### src/rtl/div_unit.sv
// div_unit: 32-bit restoring radix-2 divider that produces one quotient bit per cycle; result = {remainder, quotient}.
// Define DIV_UNIT_SIGNED_EN to honour signed_div; without it every operation is unsigned.
module div_unit (
    input  logic        clk,
    input  logic        rst,
    input  logic        start,
    input  logic        signed_div,
    input  logic [31:0] opa,
    input  logic [31:0] opb,
    input  logic        annul,
    output logic        busy,
    output logic        ready,
    output logic [63:0] result
);

    typedef enum logic [1:0] {IDLE, BUSY, DONE} state_t;

    state_t      state, state_next;
    logic [5:0]  count;
    logic [31:0] rem, quo, divisor;
    logic [63:0] result_reg;

    logic        accept;
    logic [31:0] mag_a, mag_b;
    logic [32:0] trial;
    logic [31:0] rem_step, quo_step;
    logic [31:0] rem_fix, quo_fix;

    assign accept = (state == IDLE) && start && !annul;

`ifdef DIV_UNIT_SIGNED_EN
    logic sign_a, sign_b;
    logic neg_q, neg_r;

    assign sign_a = signed_div & opa[31];
    assign sign_b = signed_div & opb[31];
    assign mag_a  = sign_a ? (32'd0 - opa) : opa;
    assign mag_b  = sign_b ? (32'd0 - opb) : opb;

    // Remainder follows the dividend sign; quotient is negative when the signs differ.
    always_ff @(posedge clk or negedge rst) begin
        if (!rst) begin
            neg_q <= 1'b0;
            neg_r <= 1'b0;
        end else if (accept) begin
            neg_q <= sign_a ^ sign_b;
            neg_r <= sign_a;
        end
    end

    assign quo_fix = neg_q ? (32'd0 - quo_step) : quo_step;
    assign rem_fix = neg_r ? (32'd0 - rem_step) : rem_step;
`else
    logic unused_signed_div;

    assign unused_signed_div = signed_div;
    assign mag_a   = opa;
    assign mag_b   = opb;
    assign quo_fix = quo_step;
    assign rem_fix = rem_step;
`endif

    // The next dividend bit is shifted into the partial remainder; keep the difference only if it did not borrow.
    assign trial    = {rem, quo[31]} - {1'b0, divisor};
    assign rem_step = trial[32] ? {rem[30:0], quo[31]} : trial[31:0];
    assign quo_step = {quo[30:0], ~trial[32]};

    always_comb begin
        state_next = state;
        case (state)
            IDLE: begin
                if (accept)
                    state_next = (opb == 32'd0) ? DONE : BUSY;
            end
            BUSY: begin
                if (annul)
                    state_next = IDLE;
                else if (count == 6'd31)
                    state_next = DONE;
            end
            DONE:    state_next = IDLE;
            default: state_next = IDLE;
        endcase
    end

    assign busy   = (state == BUSY);
    assign ready  = (state == DONE) && !annul;
    assign result = result_reg;

    always_ff @(posedge clk or negedge rst) begin
        if (!rst) begin
            state      <= IDLE;
            count      <= 6'd0;
            rem        <= 32'd0;
            quo        <= 32'd0;
            divisor    <= 32'd0;
            result_reg <= 64'd0;
        end else begin
            state <= state_next;
            if (accept) begin
                count   <= 6'd0;
                rem     <= 32'd0;
                quo     <= mag_a;
                divisor <= mag_b;
                if (opb == 32'd0)
                    result_reg <= {opa, 32'hFFFF_FFFF};
            end else if (state == BUSY) begin
                if (annul) begin
                    count <= 6'd0;
                end else begin
                    rem <= rem_step;
                    quo <= quo_step;
                    if (count == 6'd31) begin
                        result_reg <= {rem_fix, quo_fix};
                        count      <= 6'd0;
                    end else begin
                        count <= count + 6'd1;
                    end
                end
            end
        end
    end

endmodule

### config.mk
export PLATFORM = sky130hd
export DESIGN_NAME = div_unit
export DESIGN_NICKNAME = d
export VERILOG_FILES = /design/src/rtl/div_unit.sv
export SDC_FILE = /design/constraint.sdc
export NUM_CORES = 1
export LEC_CHECK = 0
export BUFFER_PORTS_ARGS = -buffer_cell sky130_fd_sc_hd__buf_2
export CAP_MARGIN = 40
export CELL_PAD_IN_SITES_DETAIL_PLACEMENT = 2
export CELL_PAD_IN_SITES_GLOBAL_PLACEMENT = 2
export CORE_UTILIZATION = 38
export DETAILED_ROUTE_END_ITERATION = 8
export PLACE_DENSITY_LB_ADDON = 0.1
export SLEW_MARGIN = 0
export SYNTH_ARGS = -nofsm -noshare
export SYNTH_HDL_FRONTEND = slang
export SYNTH_SLANG_ARGS = --single-unit
### constraint.sdc
create_clock -name clk -period 7.4 [get_ports clk]
set_input_delay 1.48 -clock clk [delete_from_list [all_inputs] [get_ports clk]]
set_output_delay 1.48 -clock clk [all_outputs]
set_load 0.05 [all_outputs]
==> Word level (Yosys, flattened, before mapping) <==
Index checks and enable logic that the tools add are counted.
{ "word_totals": {"word_cells": 48, "ram_bits": 0, "in_bits": 69, "register_bits": 168, "mem_bits_ro": 0, "latch_bits": 0, "memories": 0} }
{ "classes": {"n_eq_ne": 7, "shift": 0, "n_addsub": 2, "div_mod_pow": 0, "n_reduce_logical": 11, "magnitude_cmp": 0, "bitwise_logic": 1, "mul": 0, "muxes": 21} }
{ "op_table": {"columns": ["operator", "count"], "rows": [
  ["$mux 64", 5],
  ["$mux 32", 7],
  ["$sub 33x32->33", 1],
  ["$logic_not 32->1", 1],
  ["$mux 6", 4],
  ["$mux 2", 4],
  ["$add 6x1->6 const B", 1],
  ["$eq 6x5->1 const B", 1],
  ["$ne 2x1->1 const B", 2],
  ["$pmux 2 s2", 1],
  ["$reduce_and 2->1", 2],
  ["$reduce_and 4->1", 1],
  ["$reduce_bool 2->1", 2],
  ["$logic_and 1x1->1", 3],
  ["$ne 3x2->1 const B", 1],
  ["$eq 2x1->1 const B", 1],
  ["$eq 2x2->1 const B", 1],
  ["$logic_not 2->1", 1],
  ["$ne 2x2->1 const B", 1],
  ["$logic_not 1->1", 1],
  ["$not 1->1", 1]
]} }

==> Logic depth before layout (Yosys ltp) <==
{ "logic_depth": {"ltp_word": 6, "ltp_mapped": 14} }

==> Least setup slack after synthesis <==
Ideal clock, no wire load.
{ "synth_path": {"kind": "input -> output", "start": "input annul", "end": "output ready", "slack_ps": 3296, "path_stages": 1, "n_path_buf": 0, "arrival_time_ps": 2624, "cell_sequence": "nor3b_1"} }
{ "synth_via": {"elab_chain_cells": 2} }
{ "synth_lines": {"columns": ["item", "line", "source"], "rows": [
  ["start, declared", "10", "input logic annul,"],
  ["$logic_not 1->1", "87", "assign ready = (state == DONE) && !annul;"],
  ["$logic_and 1x1->1", "87", null],
  ["end, declared", "12", "output logic ready,"]
]} }
No other way between the ends.

==> Worst setup path in the final report <==
{ "layout_path": {"start": "input annul", "end": "register result_reg[50], in the netlist result[50]"} }
{ "layout_via": {"elab_chain_cells": 4} }
{ "layout_lines": {"columns": ["item", "line", "source"], "rows": [
  ["$logic_not 1->1", "29", "assign accept = (state == IDLE) && start && !annul;"],
  ["$logic_and 1x1->1", "29", null],
  ["$ne 2x1->1 (no line) or $reduce_bool 2->1 (tied branches)", null, null],
  ["$reduce_and 4->1 (no line)", null, null],
  ["end signal, assigned", "106", "result_reg <= {opa, 32'hFFFF_FFFF};"],
  ["end signal, assigned", "114", "result_reg <= {rem_fix, quo_fix};"],
  ["end, declared", "21", "logic [63:0] result_reg;"]
]} }
Parallel ways exist; a longest one is shown, timed or not.
A chain may end at the register's enable or synchronous reset.

==> results.sh <==
export IMPL_outcome="complete, no violations"
export IMPL_ctsRootBufferMaster="clkbuf_16"
export IMPL_seq_area_frac_synth_pct=43.7
export IMPL_cts_htree_levels=4
export IMPL_antenna_cells=0
export IMPL_drtAntennaViolNets=0
export IMPL_hpwl_mm=24.4
export IMPL_drv_slew=0
export IMPL_largest_reg_flops=64
export IMPL_area_growth_pct=16.3
export IMPL_drtIter0Drc=417
export IMPL_via_count=8998
export IMPL_reg2reg_setup_slack_ns=3.14
export IMPL_min_path_type="reg2reg"
export IMPL_start_util_pct=39.1
export IMPL_critical_path_required_ns=7.70
export IMPL_grt_overflow=0
export IMPL_antenna_found_initial=0
export IMPL_slew_limit_headroom_pct=40.5
export IMPL_final_cells=1565
export IMPL_hold_viol=0
export IMPL_cp_start_kind="input pin"
export IMPL_dp_slack_ns=2.15
export IMPL_min_period_ns=4.82
export IMPL_synthTopCellsByCount="nand2_1 (224), dfrtp_1 (168), o21ai_0 (147), a21oi_1 (93), nor2_1 (62)"
export IMPL_grt_max_degree=71
export IMPL_synthArstFlopShare_pct=100
export IMPL_fin_nets=1331
export IMPL_synth_ff_type="dfrtp_1"
export IMPL_drt_wl_total_mm=34.0
export IMPL_synth_area_top_cells="dfrtp_1 (44%), nand2_1 (8.7%), o21ai_0 (7.6%)"
export IMPL_core_um2=24600
export IMPL_synthDominantCellAreaShare_pct=43.7
export IMPL_dieArea_um2=26000
export IMPL_crit_path_end_kind="flip-flop"
export IMPL_drt_pass1_iter_count=5
export IMPL_tightest_slew_ns=0.892
export IMPL_syn_inst=1138
export IMPL_rr_worst_depth=12
export IMPL_worstHoldStart="result[22]$_DFFE_PN0P_"
export IMPL_drive_gt1_share_pct=16.4
export IMPL_setup_ws_ns=2.58
export IMPL_fp_dieH_um=161
export IMPL_pwr_density_cell_nw_per_um2=402
export IMPL_grt_pass1_vias=9580
export IMPL_path_max_fanout=45
export IMPL_rsz0062_at_grt="false"
export IMPL_cts_resized=0
export IMPL_yosys_warnings=0
export IMPL_clock_path_buffers=2
export IMPL_wl_per_cell_um=21.7
export IMPL_synthDistinctLibCells=67
export IMPL_period_share_pct=65.1
export IMPL_io_pins=135
export IMPL_place_area_um2=10600
export IMPL_drc=0
export IMPL_ys_ff_latch=168
export IMPL_io_buffers=133
export IMPL_avgViaCountPerCell=5.75
export IMPL_finClkSkew_ns=0.0132
export IMPL_p_leak_nw=5.38
export IMPL_cp_arrival_ns=5.11
export IMPL_fin_tns_setup_ns=0
export IMPL_vdd_drop_max_mv=0.210
export IMPL_maxCapViolCount=0
export IMPL_clk_pin_slew_ns=0.08
export IMPL_reg2reg_from="quo[31]$_DFFE_PN0P_"
export IMPL_dp_cells=1533
export IMPL_globalplace_congestion=0.829
export IMPL_fin_area_um2=11200
export IMPL_cts_tree="built"
export IMPL_post_cts_buffers=0
export IMPL_grt_pass1_wl_mm=54.5
export IMPL_synth_most_common_cell="nand2_1"
export IMPL_syn_nets=1241
export IMPL_setup_viol=0
export IMPL_nFillCells=2789
export IMPL_synth_top_area_cell="dfrtp_1"
export IMPL_fmax_ghz=0.208
export IMPL_hold_path_depth=2
export IMPL_cts_sinks=168
export IMPL_critPathKind="in2reg"
export IMPL_track_usage_pct=27.0
export IMPL_worstSkewPairLatency_ns=0.45
export IMPL_syn_area_per_cell_um2=8.46
export IMPL_holdWs_ns=0.464
export IMPL_die_x_um=161
export IMPL_synth_edff_count=0
export IMPL_num_rows=57
export IMPL_numCtsBuffers=17
export IMPL_rr_endpoint="result[49]$_DFFE_PN0P_"
export IMPL_hold_end="result[22]$_DFFE_PN0P_"
export IMPL_netlist_area_um2=9620
export IMPL_cts_hold_buf=0
==> worst max path at each step <==
stage,start,endpoint,slack [ns]
4_1_cts,opb[1],result[63]$_DFFE_PN0P_,2.52
6_report,annul,result[50]$_DFFE_PN0P_,2.58
2_1_floorplan,annul,ready,3.30
5_1_grt,opb[1],result[55]$_DFFE_PN0P_,2.33
3_5_place_dp,annul,result[50]$_DFFE_PN0P_,2.15
3_3_place_gp,annul,result[56]$_DFFE_PN0P_,1.59
==> routing by layer <==
layer | global-route usage (%) | vias to the layer above | wire, µm
met3 | 3.72 | 39 | 1030
li1 | - | 4234 | -
met4 | 7.63 | 0 | 622
met2 | 44.4 | 172 | 16300
met5 | 0 | - | 0
met1 | 37.0 | 4553 | 16100
==> cell usage in the layout (no fill, tap or decap), types with 6 or more instances in the layout <==
master	count
a221oi_1	24
nand4_1	11
nand2_1	224
a211oi_1	7
or3_1	13
nor3_1	17
a21oi_1	93
clkbuf_16	17
ha_1	33
xor2_1	12
o21ai_0	147
xnor2_1	14
mux2i_1	22
a221o_1	6
o21a_1	6
a31oi_1	29
nor2_1	61
buf_4	11
o211ai_1	6
nor4_1	8
inv_1	43
a21o_1	14
dfrtp_1	168
nand2b_1	6
buf_2	132
a22oi_1	13
nand3_1	11
==> cell type report <==
cell class	count	area [µm²]	area share (%)
inverter	44	165	1.48
sequential	168	4200	37.6
tap	324	405	3.62
timing repair buffer	149	885	7.90
clock inverter	14	154	1.37
multi-input combinational	848	4940	44.1
clock buffer	18	439	3.92
==> critical path: stages <==
cell and delay, ns:
buf_2 0.17, or4b_2 0.96, a21oi_1 0.71, or2_2 0.33, buf_12 0.25, clkinv_1 0.47, buf_4 0.41, o21ai_0 0.24
a21oi_1 0.08
==> stage by stage <==
stage          power [W]  util [%]
2_1_floorplan    0.00286         -
3_3_place_gp     0.00345      42.6
3_5_place_dp     0.00354      43.1
4_1_cts          0.00450      45.5
5_1_grt          0.00478      45.5
6_report         0.00450      45.5
==> kinds of logic after synthesis <==
logic type	synth area share, %
flops	43.7
xor+xnor	2.37
fa+ha+maj	4.50
compound gates	24.4
mux	2.44
buf+inv	5.17
simple gates	17.4
==> power breakdown <==
part           total (W)  internal (W)  switching [W]
Sequential       0.00124       0.00107       0.000166
Clock           0.000916      0.000461       0.000454
Combinational    0.00234      0.000818        0.00152
Total            0.00450       0.00235        0.00214
Note: power is estimated with default switching activity, not from simulation.
